[src/rtl/exe_alu_md_if.sv]
// Operand, sideband and valid/ready handshake bus of the exe_alu_md execute stage.
// The slave modport is the stage itself; the master modport is the ID_EXE / EXE_WB side.
interface exe_alu_md_if #(
    parameter int XLEN       = 32,
    parameter int GPR_ADDR_W = 5,
    parameter int OP_W       = 5
) ();
    logic                  flush_i;
    logic                  in_valid_i;
    logic                  in_ready_o;
    logic [OP_W-1:0]       op_i;
    logic                  use_imm_i;
    logic [XLEN-1:0]       rs1_val_i;
    logic [XLEN-1:0]       rs2_val_i;
    logic [XLEN-1:0]       imm_i;
    logic [GPR_ADDR_W-1:0] rd_addr_i;
    logic                  rd_we_i;
    logic                  mem_re_i;
    logic                  mem_we_i;
    logic [XLEN-1:0]       fwd1_val_i;
    logic                  fwd1_rs1_i;
    logic                  fwd1_rs2_i;
    logic [XLEN-1:0]       fwd2_val_i;
    logic                  fwd2_rs1_i;
    logic                  fwd2_rs2_i;
    logic                  out_valid_o;
    logic                  out_ready_i;
    logic [XLEN-1:0]       alu_val_o;
    logic [XLEN-1:0]       rs2_val_o;
    logic [GPR_ADDR_W-1:0] rd_addr_o;
    logic                  rd_we_o;
    logic                  mem_re_o;
    logic                  mem_we_o;

    modport slave (
        input  flush_i, in_valid_i, op_i, use_imm_i, rs1_val_i, rs2_val_i, imm_i,
               rd_addr_i, rd_we_i, mem_re_i, mem_we_i,
               fwd1_val_i, fwd1_rs1_i, fwd1_rs2_i, fwd2_val_i, fwd2_rs1_i, fwd2_rs2_i,
               out_ready_i,
        output in_ready_o, out_valid_o, alu_val_o, rs2_val_o,
               rd_addr_o, rd_we_o, mem_re_o, mem_we_o
    );

    modport master (
        output flush_i, in_valid_i, op_i, use_imm_i, rs1_val_i, rs2_val_i, imm_i,
               rd_addr_i, rd_we_i, mem_re_i, mem_we_i,
               fwd1_val_i, fwd1_rs1_i, fwd1_rs2_i, fwd2_val_i, fwd2_rs1_i, fwd2_rs2_i,
               out_ready_i,
        input  in_ready_o, out_valid_o, alu_val_o, rs2_val_o,
               rd_addr_o, rd_we_o, mem_re_o, mem_we_o
    );
endinterface

[src/rtl/exe_alu_md.sv]
// Execute stage: RV32I/RV64I ALU ops plus M-extension multiply/divide with radix-2 iteration.
// Define EXE_FAST_MUL_EN for a single-cycle multiplier; divide always stays iterative.
module exe_alu_md #(
    parameter int XLEN       = 32,
    parameter int GPR_ADDR_W = 5,
    parameter int OP_W       = 5
) (
    input logic        clk,
    input logic        rst,
    exe_alu_md_if.slave bus
);
    localparam int SH_W  = $clog2(XLEN);
    localparam int CNT_W = $clog2(XLEN) + 1;
    localparam logic [CNT_W-1:0] CNT_LAST = CNT_W'(XLEN - 1);
    localparam logic [CNT_W-1:0] CNT_ONE  = {{(CNT_W-1){1'b0}}, 1'b1};

    localparam logic [OP_W-1:0] OP_ADD    = OP_W'(5'd0);
    localparam logic [OP_W-1:0] OP_SUB    = OP_W'(5'd1);
    localparam logic [OP_W-1:0] OP_SLT    = OP_W'(5'd2);
    localparam logic [OP_W-1:0] OP_SLTU   = OP_W'(5'd3);
    localparam logic [OP_W-1:0] OP_XOR    = OP_W'(5'd4);
    localparam logic [OP_W-1:0] OP_OR     = OP_W'(5'd5);
    localparam logic [OP_W-1:0] OP_AND    = OP_W'(5'd6);
    localparam logic [OP_W-1:0] OP_SLL    = OP_W'(5'd7);
    localparam logic [OP_W-1:0] OP_SRL    = OP_W'(5'd8);
    localparam logic [OP_W-1:0] OP_SRA    = OP_W'(5'd9);
    localparam logic [OP_W-1:0] OP_MUL    = OP_W'(5'd10);
    localparam logic [OP_W-1:0] OP_MULH   = OP_W'(5'd11);
    localparam logic [OP_W-1:0] OP_MULHSU = OP_W'(5'd12);
    localparam logic [OP_W-1:0] OP_MULHU  = OP_W'(5'd13);
    localparam logic [OP_W-1:0] OP_DIV    = OP_W'(5'd14);
    localparam logic [OP_W-1:0] OP_DIVU   = OP_W'(5'd15);
    localparam logic [OP_W-1:0] OP_REM    = OP_W'(5'd16);
    localparam logic [OP_W-1:0] OP_REMU   = OP_W'(5'd17);

    typedef enum logic [1:0] {IDLE = 2'd0, BUSY = 2'd1, DONE = 2'd2} state_t;

    state_t                state_r;
    logic [CNT_W-1:0]      cnt_r;
    logic                  mul_r, neg_r, hi_sel_r;
    logic [XLEN-1:0]       hi_r, lo_r, dvs_r;
    logic                  out_valid_r;
    logic [XLEN-1:0]       alu_val_r, rs2_val_r;
    logic [GPR_ADDR_W-1:0] rd_addr_r;
    logic                  rd_we_r, mem_re_r, mem_we_r;

    logic [OP_W-1:0]       op_s;
    logic [XLEN-1:0]       op_a_s, rs2_fwd_s, op_b_s, mag_a_s, mag_b_s, quick_s;
    logic                  is_mul_s, is_div_s, is_rem_s, a_neg_s, b_neg_s, neg_s, hi_sel_s;
    logic                  div_zero_s, div_ovf_s, single_s, in_ready_s, accept_s;
    logic [XLEN:0]         mul_sum_s, div_shift_s, div_diff_s;
    logic [XLEN-1:0]       next_hi_s, next_lo_s, div_sel_s, final_s;
    logic [2*XLEN-1:0]     prod_raw_s, prod_fix_s;
`ifdef EXE_FAST_MUL_EN
    logic [2*XLEN-1:0]     fast_prod_s, fast_fix_s;
`endif

    assign op_s       = bus.op_i;
    assign in_ready_s = (state_r == IDLE) || ((state_r == DONE) && bus.out_ready_i);
    assign accept_s   = bus.in_valid_i && in_ready_s;

    // Operand forwarding: the nearest producer wins, then the older one, then the register file
    always_comb begin
        if (bus.fwd1_rs1_i)      op_a_s = bus.fwd1_val_i;
        else if (bus.fwd2_rs1_i) op_a_s = bus.fwd2_val_i;
        else                     op_a_s = bus.rs1_val_i;
        if (bus.fwd1_rs2_i)      rs2_fwd_s = bus.fwd1_val_i;
        else if (bus.fwd2_rs2_i) rs2_fwd_s = bus.fwd2_val_i;
        else                     rs2_fwd_s = bus.rs2_val_i;
        if (bus.use_imm_i)       op_b_s = bus.imm_i;
        else                     op_b_s = rs2_fwd_s;
    end

    // Op classification, operand magnitudes and result sign for multiply/divide
    always_comb begin
        is_mul_s   = (op_s >= OP_MUL) && (op_s <= OP_MULHU);
        is_div_s   = (op_s >= OP_DIV) && (op_s <= OP_REMU);
        is_rem_s   = (op_s == OP_REM) || (op_s == OP_REMU);
        a_neg_s    = op_a_s[XLEN-1] && ((op_s == OP_MUL) || (op_s == OP_MULH) || (op_s == OP_MULHSU)
                                        || (op_s == OP_DIV) || (op_s == OP_REM));
        b_neg_s    = op_b_s[XLEN-1] && ((op_s == OP_MUL) || (op_s == OP_MULH)
                                        || (op_s == OP_DIV) || (op_s == OP_REM));
        mag_a_s    = a_neg_s ? -op_a_s : op_a_s;
        mag_b_s    = b_neg_s ? -op_b_s : op_b_s;
        neg_s      = (is_div_s && is_rem_s) ? a_neg_s : (a_neg_s ^ b_neg_s);
        hi_sel_s   = is_mul_s ? (op_s != OP_MUL) : is_rem_s;
        div_zero_s = (op_b_s == {XLEN{1'b0}});
        div_ovf_s  = ((op_s == OP_DIV) || (op_s == OP_REM))
                     && (op_a_s == {1'b1, {(XLEN-1){1'b0}}}) && (op_b_s == {XLEN{1'b1}});
`ifdef EXE_FAST_MUL_EN
        single_s   = !is_div_s || div_zero_s || div_ovf_s;
`else
        single_s   = !(is_mul_s || is_div_s) || (is_div_s && (div_zero_s || div_ovf_s));
`endif
    end

`ifdef EXE_FAST_MUL_EN
    // Full-width product of the magnitudes, sign fixed afterwards like the iterative path
    always_comb begin
        fast_prod_s = {{XLEN{1'b0}}, mag_a_s} * {{XLEN{1'b0}}, mag_b_s};
        fast_fix_s  = neg_s ? -fast_prod_s : fast_prod_s;
    end
`endif

    // Single-cycle results, including the divide corner cases caught at accept
    always_comb begin
        case (op_s)
            OP_ADD:  quick_s = op_a_s + op_b_s;
            OP_SUB:  quick_s = op_a_s - op_b_s;
            OP_SLT:  quick_s = {{(XLEN-1){1'b0}}, ($signed(op_a_s) < $signed(op_b_s))};
            OP_SLTU: quick_s = {{(XLEN-1){1'b0}}, (op_a_s < op_b_s)};
            OP_XOR:  quick_s = op_a_s ^ op_b_s;
            OP_OR:   quick_s = op_a_s | op_b_s;
            OP_AND:  quick_s = op_a_s & op_b_s;
            OP_SLL:  quick_s = op_a_s << op_b_s[SH_W-1:0];
            OP_SRL:  quick_s = op_a_s >> op_b_s[SH_W-1:0];
            OP_SRA:  quick_s = $signed(op_a_s) >>> op_b_s[SH_W-1:0];
            OP_DIV, OP_DIVU: quick_s = div_zero_s ? {XLEN{1'b1}} : op_a_s;
            OP_REM, OP_REMU: quick_s = div_zero_s ? op_a_s : {XLEN{1'b0}};
`ifdef EXE_FAST_MUL_EN
            OP_MUL, OP_MULH, OP_MULHSU, OP_MULHU:
                     quick_s = hi_sel_s ? fast_fix_s[2*XLEN-1:XLEN] : fast_fix_s[XLEN-1:0];
`endif
            default: quick_s = {XLEN{1'b0}};
        endcase
    end

    // One radix-2 step: shift-add multiply in {hi,lo}, or restoring divide with remainder in hi
    always_comb begin
        mul_sum_s   = {1'b0, hi_r} + {1'b0, (lo_r[0] ? dvs_r : {XLEN{1'b0}})};
        div_shift_s = {hi_r, lo_r[XLEN-1]};
        div_diff_s  = div_shift_s - {1'b0, dvs_r};
        if (mul_r) begin
            next_hi_s = mul_sum_s[XLEN:1];
            next_lo_s = {mul_sum_s[0], lo_r[XLEN-1:1]};
        end else if (!div_diff_s[XLEN]) begin
            next_hi_s = div_diff_s[XLEN-1:0];
            next_lo_s = {lo_r[XLEN-2:0], 1'b1};
        end else begin
            next_hi_s = div_shift_s[XLEN-1:0];
            next_lo_s = {lo_r[XLEN-2:0], 1'b0};
        end
        prod_raw_s = {next_hi_s, next_lo_s};
        prod_fix_s = neg_r ? -prod_raw_s : prod_raw_s;
        div_sel_s  = hi_sel_r ? next_hi_s : next_lo_s;
        if (mul_r) final_s = hi_sel_r ? prod_fix_s[2*XLEN-1:XLEN] : prod_fix_s[XLEN-1:0];
        else       final_s = neg_r ? -div_sel_s : div_sel_s;
    end

    // Stage FSM, iteration datapath and registered outputs
    always_ff @(posedge clk) begin
        if (rst) begin
            state_r     <= IDLE;
            cnt_r       <= {CNT_W{1'b0}};
            mul_r       <= 1'b0;
            neg_r       <= 1'b0;
            hi_sel_r    <= 1'b0;
            hi_r        <= {XLEN{1'b0}};
            lo_r        <= {XLEN{1'b0}};
            dvs_r       <= {XLEN{1'b0}};
            out_valid_r <= 1'b0;
            alu_val_r   <= {XLEN{1'b0}};
            rs2_val_r   <= {XLEN{1'b0}};
            rd_addr_r   <= {GPR_ADDR_W{1'b0}};
            rd_we_r     <= 1'b0;
            mem_re_r    <= 1'b0;
            mem_we_r    <= 1'b0;
        end else if (bus.flush_i) begin
            state_r     <= IDLE;
            cnt_r       <= {CNT_W{1'b0}};
            out_valid_r <= 1'b0;
        end else if (accept_s) begin
            rs2_val_r <= rs2_fwd_s;
            rd_addr_r <= bus.rd_addr_i;
            rd_we_r   <= bus.rd_we_i;
            mem_re_r  <= bus.mem_re_i;
            mem_we_r  <= bus.mem_we_i;
            cnt_r     <= {CNT_W{1'b0}};
            if (single_s) begin
                alu_val_r   <= quick_s;
                out_valid_r <= 1'b1;
                state_r     <= DONE;
            end else begin
                mul_r       <= is_mul_s;
                neg_r       <= neg_s;
                hi_sel_r    <= hi_sel_s;
                hi_r        <= {XLEN{1'b0}};
                lo_r        <= is_mul_s ? mag_b_s : mag_a_s;
                dvs_r       <= is_mul_s ? mag_a_s : mag_b_s;
                out_valid_r <= 1'b0;
                state_r     <= BUSY;
            end
        end else begin
            case (state_r)
                IDLE: out_valid_r <= 1'b0;
                BUSY: begin
                    hi_r  <= next_hi_s;
                    lo_r  <= next_lo_s;
                    cnt_r <= cnt_r + CNT_ONE;
                    if (cnt_r == CNT_LAST) begin
                        alu_val_r   <= final_s;
                        out_valid_r <= 1'b1;
                        state_r     <= DONE;
                    end
                end
                DONE: begin
                    if (bus.out_ready_i) begin
                        out_valid_r <= 1'b0;
                        state_r     <= IDLE;
                    end
                end
                default: begin
                    out_valid_r <= 1'b0;
                    state_r     <= IDLE;
                end
            endcase
        end
    end

    assign bus.in_ready_o  = in_ready_s;
    assign bus.out_valid_o = out_valid_r;
    assign bus.alu_val_o   = alu_val_r;
    assign bus.rs2_val_o   = rs2_val_r;
    assign bus.rd_addr_o   = rd_addr_r;
    assign bus.rd_we_o     = rd_we_r;
    assign bus.mem_re_o    = mem_re_r;
    assign bus.mem_we_o    = mem_we_r;
endmodule

[src/flat_wrapper.sv]
// flat-port wrapper written by rule: the top's interface ports become plain ports
module exe_alu_md_flat 
#(
    parameter int XLEN       = 32,
    parameter int GPR_ADDR_W = 5,
    parameter int OP_W       = 5
)
  (clk, rst, bus_flush_i, bus_in_valid_i, bus_op_i, bus_use_imm_i, bus_rs1_val_i, bus_rs2_val_i, bus_imm_i, bus_rd_addr_i, bus_rd_we_i, bus_mem_re_i, bus_mem_we_i, bus_fwd1_val_i, bus_fwd1_rs1_i, bus_fwd1_rs2_i, bus_fwd2_val_i, bus_fwd2_rs1_i, bus_fwd2_rs2_i, bus_out_ready_i, bus_in_ready_o, bus_out_valid_o, bus_alu_val_o, bus_rs2_val_o, bus_rd_addr_o, bus_rd_we_o, bus_mem_re_o, bus_mem_we_o);
  exe_alu_md_if #(.XLEN(XLEN), .GPR_ADDR_W(GPR_ADDR_W), .OP_W(OP_W)) bus_i ();
  input logic clk;
  input logic rst;
  input wire logic [$bits(bus_i.flush_i)-1:0] bus_flush_i;
  input wire logic [$bits(bus_i.in_valid_i)-1:0] bus_in_valid_i;
  input wire logic [$bits(bus_i.op_i)-1:0] bus_op_i;
  input wire logic [$bits(bus_i.use_imm_i)-1:0] bus_use_imm_i;
  input wire logic [$bits(bus_i.rs1_val_i)-1:0] bus_rs1_val_i;
  input wire logic [$bits(bus_i.rs2_val_i)-1:0] bus_rs2_val_i;
  input wire logic [$bits(bus_i.imm_i)-1:0] bus_imm_i;
  input wire logic [$bits(bus_i.rd_addr_i)-1:0] bus_rd_addr_i;
  input wire logic [$bits(bus_i.rd_we_i)-1:0] bus_rd_we_i;
  input wire logic [$bits(bus_i.mem_re_i)-1:0] bus_mem_re_i;
  input wire logic [$bits(bus_i.mem_we_i)-1:0] bus_mem_we_i;
  input wire logic [$bits(bus_i.fwd1_val_i)-1:0] bus_fwd1_val_i;
  input wire logic [$bits(bus_i.fwd1_rs1_i)-1:0] bus_fwd1_rs1_i;
  input wire logic [$bits(bus_i.fwd1_rs2_i)-1:0] bus_fwd1_rs2_i;
  input wire logic [$bits(bus_i.fwd2_val_i)-1:0] bus_fwd2_val_i;
  input wire logic [$bits(bus_i.fwd2_rs1_i)-1:0] bus_fwd2_rs1_i;
  input wire logic [$bits(bus_i.fwd2_rs2_i)-1:0] bus_fwd2_rs2_i;
  input wire logic [$bits(bus_i.out_ready_i)-1:0] bus_out_ready_i;
  output wire logic [$bits(bus_i.in_ready_o)-1:0] bus_in_ready_o;
  output wire logic [$bits(bus_i.out_valid_o)-1:0] bus_out_valid_o;
  output wire logic [$bits(bus_i.alu_val_o)-1:0] bus_alu_val_o;
  output wire logic [$bits(bus_i.rs2_val_o)-1:0] bus_rs2_val_o;
  output wire logic [$bits(bus_i.rd_addr_o)-1:0] bus_rd_addr_o;
  output wire logic [$bits(bus_i.rd_we_o)-1:0] bus_rd_we_o;
  output wire logic [$bits(bus_i.mem_re_o)-1:0] bus_mem_re_o;
  output wire logic [$bits(bus_i.mem_we_o)-1:0] bus_mem_we_o;
  assign bus_i.flush_i = bus_flush_i;
  assign bus_i.in_valid_i = bus_in_valid_i;
  assign bus_i.op_i = bus_op_i;
  assign bus_i.use_imm_i = bus_use_imm_i;
  assign bus_i.rs1_val_i = bus_rs1_val_i;
  assign bus_i.rs2_val_i = bus_rs2_val_i;
  assign bus_i.imm_i = bus_imm_i;
  assign bus_i.rd_addr_i = bus_rd_addr_i;
  assign bus_i.rd_we_i = bus_rd_we_i;
  assign bus_i.mem_re_i = bus_mem_re_i;
  assign bus_i.mem_we_i = bus_mem_we_i;
  assign bus_i.fwd1_val_i = bus_fwd1_val_i;
  assign bus_i.fwd1_rs1_i = bus_fwd1_rs1_i;
  assign bus_i.fwd1_rs2_i = bus_fwd1_rs2_i;
  assign bus_i.fwd2_val_i = bus_fwd2_val_i;
  assign bus_i.fwd2_rs1_i = bus_fwd2_rs1_i;
  assign bus_i.fwd2_rs2_i = bus_fwd2_rs2_i;
  assign bus_i.out_ready_i = bus_out_ready_i;
  assign bus_in_ready_o = bus_i.in_ready_o;
  assign bus_out_valid_o = bus_i.out_valid_o;
  assign bus_alu_val_o = bus_i.alu_val_o;
  assign bus_rs2_val_o = bus_i.rs2_val_o;
  assign bus_rd_addr_o = bus_i.rd_addr_o;
  assign bus_rd_we_o = bus_i.rd_we_o;
  assign bus_mem_re_o = bus_i.mem_re_o;
  assign bus_mem_we_o = bus_i.mem_we_o;
  exe_alu_md #(.XLEN(XLEN), .GPR_ADDR_W(GPR_ADDR_W), .OP_W(OP_W)) u_core (.clk(clk), .rst(rst), .bus(bus_i));
endmodule
[config.mk]
export PLATFORM = sky130hd
export DESIGN_NAME = exe_alu_md_flat
export DESIGN_NICKNAME = d
export VERILOG_FILES = /design/src/rtl/exe_alu_md_if.sv /design/src/rtl/exe_alu_md.sv /design/src/flat_wrapper.sv
export SDC_FILE = /design/constraint.sdc
export NUM_CORES = 2
export LEC_CHECK = 0
export CORE_ASPECT_RATIO = 0.6
export CORE_UTILIZATION = 45
export CTS_CLUSTER_SIZE = 28
export DETAILED_ROUTE_END_ITERATION = 8
export DONT_BUFFER_PORTS = 1
export PLACE_DENSITY_LB_ADDON = 0.15
export SLEW_MARGIN = 0
export SYNTH_ARGS = -nofsm -noshare
export SYNTH_HDL_FRONTEND = slang
export SYNTH_SLANG_ARGS = --single-unit
[constraint.sdc]
create_clock -name clk -period 18.7 [get_ports clk]
set_input_delay 3.74 -clock clk [delete_from_list [all_inputs] [get_ports clk]]
set_output_delay 3.74 -clock clk [all_outputs]
set_load 0.05 [all_outputs]
==> results.md <==
* Status: finished, final reports clean
* Num CTS Buffers at 17
* Pre-CTS setup slack at 8.445 ns
* Reg2reg path depth at 24
* Root Buffer: clkbuf_16
* CTS Sinks at 180
* Compound-cell area share of the yosys netlist at 0.3526
* RSZ-0062 raised after global routing: false
* PwrDens at 71.07 mW/mm^2
* Hold Crit Class: reg2reg
* Final worst setup slack at 8.573 ns
* H-tree Lvls at 4
* Post-synth net total at 4693
* Mapped Avg Cell Area at 6.703 sq um
* TNS Setup at 0 ns
* Reg-to-Reg Start: u_core.lo_r[31]
* Cell area after synthesis at 0.02908 sq mm
* Nets at 4498
* Worst path buffer plus inverter count at 3
* Post-Synthesis Cells at 4339
* Metal2 WL at 56.44 mm
* Total global routing overflow at 0
* Core Region at 0.06325 sq mm
* CP cell instances: mux2_2 -> o211ai_1 -> buf_4 -> and2_2 -> buf_4 -> clkinv_1 -> ha_1 -> fa_1 -> a21oi_1 -> o21bai_1 -> a2111o_1 -> a21oi_1 -> nor2_1 -> a311oi_1 -> o21ai_0 -> o41a_1 -> or4_1 -> nand3_1 -> a22oi_1 -> a21oi_1 -> a31oi_1
* CTS tree: yes
* First-pass GRT wire length at 225.6 mm
* DRC Markers at 0
* Simple-gate portion of the synthesized area at 0.2339
* Post-route ant nets at 0
* Startpoint Class: input port
* Tot GR Track Use at 0.4723
* Critical Path AT at 10.51 ns
* P&R area growth vs syn at 4.659%
* Most used cell, CP: a21oi_1
* EDFF count, synth at 0
* Met1 Wirelength at 69.27 mm
* Fin Clk Skew at 0.01699 ns
* Site Rows at 71
* Max layer used: met5
* Clock Tree Buf Depth at 2
* Vias per Instance at 7.068
* Hold depth at 2
* Final worst path period share at 0.5415
* Hold Startpoint: u_core.cnt_r[1]
* Total length of routed met3 wires at 30.31 mm
* CP max stage delay at 0.69 ns
* Async set or reset register ratio after synthesis at 0
* Number of gates resized after cts at 0
* Worst Tran Pin Value at 1.422 ns
* Main flop type after synthesis: dfxtp_1
* Worst vdd ir at 0.05640 mV
* Share of cells above drive strength 1 at 0.07193
* Die ar. at 0.06569 sq mm
* Routability congestion estimate from global placement at 1.127
* # hold bufs at CTS at 0
* Leak at 0.01195 uW
* Placed Cells incl. Taps at 4964
* TritonRoute pass-1 iters at 9
* Final Hold Vio Count at 0
* Vias in the first global route at 30780
* Post-synthesis adder-cell area fraction at 0.07460
* Slew Limit Fails at 0
* Flop2flop setup slack at 8.83 ns
* Max FO, Critical Path at 72
* Final Non-Filler Cells at 5001
* Fin Hold WS at 0.4898 ns
* I/O pin total at 257
* CTS clk-pin slew, worst paths at 0.09 ns
* Setup CP Type: in2reg
* Final WL at 159.8 mm
* Initial core utilization at 0.4598
* XOR/XNOR Fraction of Synth Area at 0.05059
* Largest net degree at the start of global routing at 145
* R2R Path End: u_core.bus.alu_val_o[30]
* CP Capture Type: flip-flop
* Synth Register Bits at 180
* Antenna violations before repair at 9
* Vias post-DR at 35350
* IO buf count at 0
* Synthesis Warnings at 0
* Dpl hpwl at 127.4 mm
* Wire per inst at 31.95 um
* Skew-Pair Late Insertion Delay at 0.52 ns
* Max Cap Viol at 0
* Rel. slew slack at 0.04226
* CP top delay family: compound AO/OA/AOI/OAI gates
* # setup viols final at 0
* Synth unique cells at 99
* Hold Path Sink: u_core.cnt_r[1]
* Initial drt markers at 5926
* Fin util at 0.4812
* Fin crit period at 10.13 ns
* Crit-path slowest cell: a311oi_1
* Sequential cell area fraction in the yosys report at 0.1239
* Die Wd at 330.2 um
* Mux cell area share after synthesis at 0.09899
* Die Y at 198.9 um
* Post-CTS repair timing setup buffer count at 0
* Critical path data required time at 19.09 ns
* FMAX at 0.09875 GHz
* Largest family of logic cells by synthesized area: compound AO/OA/AOI/OAI gates
[layout make-up]
cell class	instances	area, sq um
fill	6633	32810
clock buffer	17	425.4
clock inverter	15	219.0
timing repair buffer	111	833.3
tap	839	1050
antenna	5	12.51
multi-input combinational	3666	23660
sequential	180	3612
inverter	168	630.6
[worst max path at each step]
stage | cells past startpoint | slack, ns | start | to
floorplan | 24 | 8.87 | bus_fwd2_rs2_i | u_core.bus.alu_val_o[30]
global placement | 21 | 8.49 | bus_fwd2_rs2_i | u_core.bus.alu_val_o[30]
detailed placement | 21 | 8.44 | bus_fwd2_rs2_i | u_core.bus.alu_val_o[30]
CTS | 21 | 8.98 | bus_fwd2_rs2_i | u_core.bus.alu_val_o[30]
global route | 21 | 8.34 | bus_fwd2_rs2_i | u_core.bus.alu_val_o[30]
finish | 21 | 8.57 | bus_fwd2_rs2_i | u_core.bus.alu_val_o[30]
[worst reg2reg max path, delay by kind of cell, from the launching register on]
family | cells | cell delay [ns]
AOI/OAI and AO/OA | 9 | 3.05
adders and majority gates | 3 | 0.88
buffers and inverters | 4 | 1.04
xor gates and xnor gates | 1 | 0.11
and+or+nand+nor | 7 | 4.35
DFF | 1 | 0.32
[synth_stat cells (all sizes together), types with 13 or more instances]
cell type / count / share of area
o22ai: 53 / 0.012
a22oi: 38 / 0.0098
xnor2: 127 / 0.038
nor3: 115 / 0.020
nor4: 35 / 0.0077
a211o: 22 / 0.0066
nand3: 103 / 0.018
o21ai: 291 / 0.050
a21o: 56 / 0.014
mux2: 69 / 0.027
o21a: 43 / 0.011
o2111ai: 13 / 0.0039
buf: 86 / 0.013
dfxtp: 180 / 0.12
and2: 60 / 0.013
nand2b: 27 / 0.0058
or4: 23 / 0.0062
and3: 31 / 0.0067
inv: 159 / 0.021
o31ai: 58 / 0.015
o211ai: 74 / 0.019
xor2: 41 / 0.012
a221oi: 15 / 0.0047
a2111oi: 13 / 0.0039
a21boi: 22 / 0.0057
nor2: 464 / 0.060
mux2i: 201 / 0.069
nand2: 425 / 0.055
or3: 33 / 0.0073
a21oi: 491 / 0.085
nor2b: 31 / 0.0067
a31oi: 69 / 0.015
ha: 167 / 0.072
o21bai: 26 / 0.0067
or2: 15 / 0.0032
a211oi: 176 / 0.045
nand4: 40 / 0.0088
clkbuf: 239 / 0.031
[cells by family after synthesis]
| logic type | after synthesis |
|---|---|
| AO/OA/AOI/OAI | 1597 |
| adder cells (fa/ha/maj) | 171 |
| XOR/XNOR | 168 |
| AND/OR/NAND/NOR | 1456 |
| flip-flops | 180 |
| buffers and inverters | 493 |
| multiplexers | 274 |
[report_power, final]
part / leakage [uW] / internal (uW) / switching, uW
combinational: 0.0102 / 391 / 911
sequential: 0.00146 / 399 / 54.0
clock: 0.000307 / 186 / 222
[cell usage in the layout, fill, tap and decap left out, types with 14 or more instances in the layout]
| cell | netlist | layout |
|---|---|---|
| a211o_1 | 22 | 22 |
| a211oi_1 | 176 | 176 |
| a21boi_0 | 19 | 18 |
| a21o_1 | 56 | 55 |
| a21oi_1 | 487 | 487 |
| a221oi_1 | 14 | 14 |
| a22oi_1 | 38 | 38 |
| a31oi_1 | 68 | 68 |
| and2_1 | 60 | 57 |
| and3_1 | 31 | 31 |
| buf_4 | 2 | 111 |
| clkbuf_16 | 0 | 17 |
| dfxtp_1 | 180 | 177 |
| ha_1 | 167 | 167 |
| inv_1 | 156 | 155 |
| mux2_2 | 68 | 68 |
| mux2i_1 | 201 | 200 |
| nand2_1 | 425 | 422 |
| nand2b_1 | 27 | 26 |
| nand3_1 | 103 | 103 |
| nand4_1 | 39 | 39 |
| nor2_1 | 464 | 460 |
| nor2b_1 | 31 | 31 |
| nor3_1 | 114 | 114 |
| nor4_1 | 34 | 32 |
| o211ai_1 | 74 | 74 |
| o21a_1 | 43 | 41 |
| o21ai_0 | 268 | 266 |
| o21ai_1 | 23 | 24 |
| o21bai_1 | 26 | 26 |
| o22ai_1 | 52 | 52 |
| o31ai_1 | 56 | 56 |
| or2_2 | 15 | 15 |
| or3_1 | 32 | 32 |
| or4_1 | 21 | 21 |
| xnor2_1 | 127 | 127 |
| xor2_1 | 41 | 41 |
[flip-flops by register name, indices dropped and copies added (netlist names), 2 cells and up]
signal,cells
u_core.cnt_r,6
u_core.state_r,2
u_core.bus.alu_val_o,32
u_core.lo_r,32
u_core.dvs_r,32
u_core.bus.rs2_val_o,32
u_core.bus.rd_addr_o,5
u_core.hi_r,32
[routing by layer]
layer,global-route usage,vias up
met5,0.01874,-
met4,0.1029,10
met3,0.2488,230
li1,-,15690
met2,0.5783,2788
met1,0.6927,16640
[stage by stage]
stage	area [sq um]	total power, uW
finish	30440	2163
global route	30430	2227
CTS	30430	2076
detailed placement	29780	1667
global placement	29780	1674
floorplan	29080	1257
(Power assumes the default switching activity.)
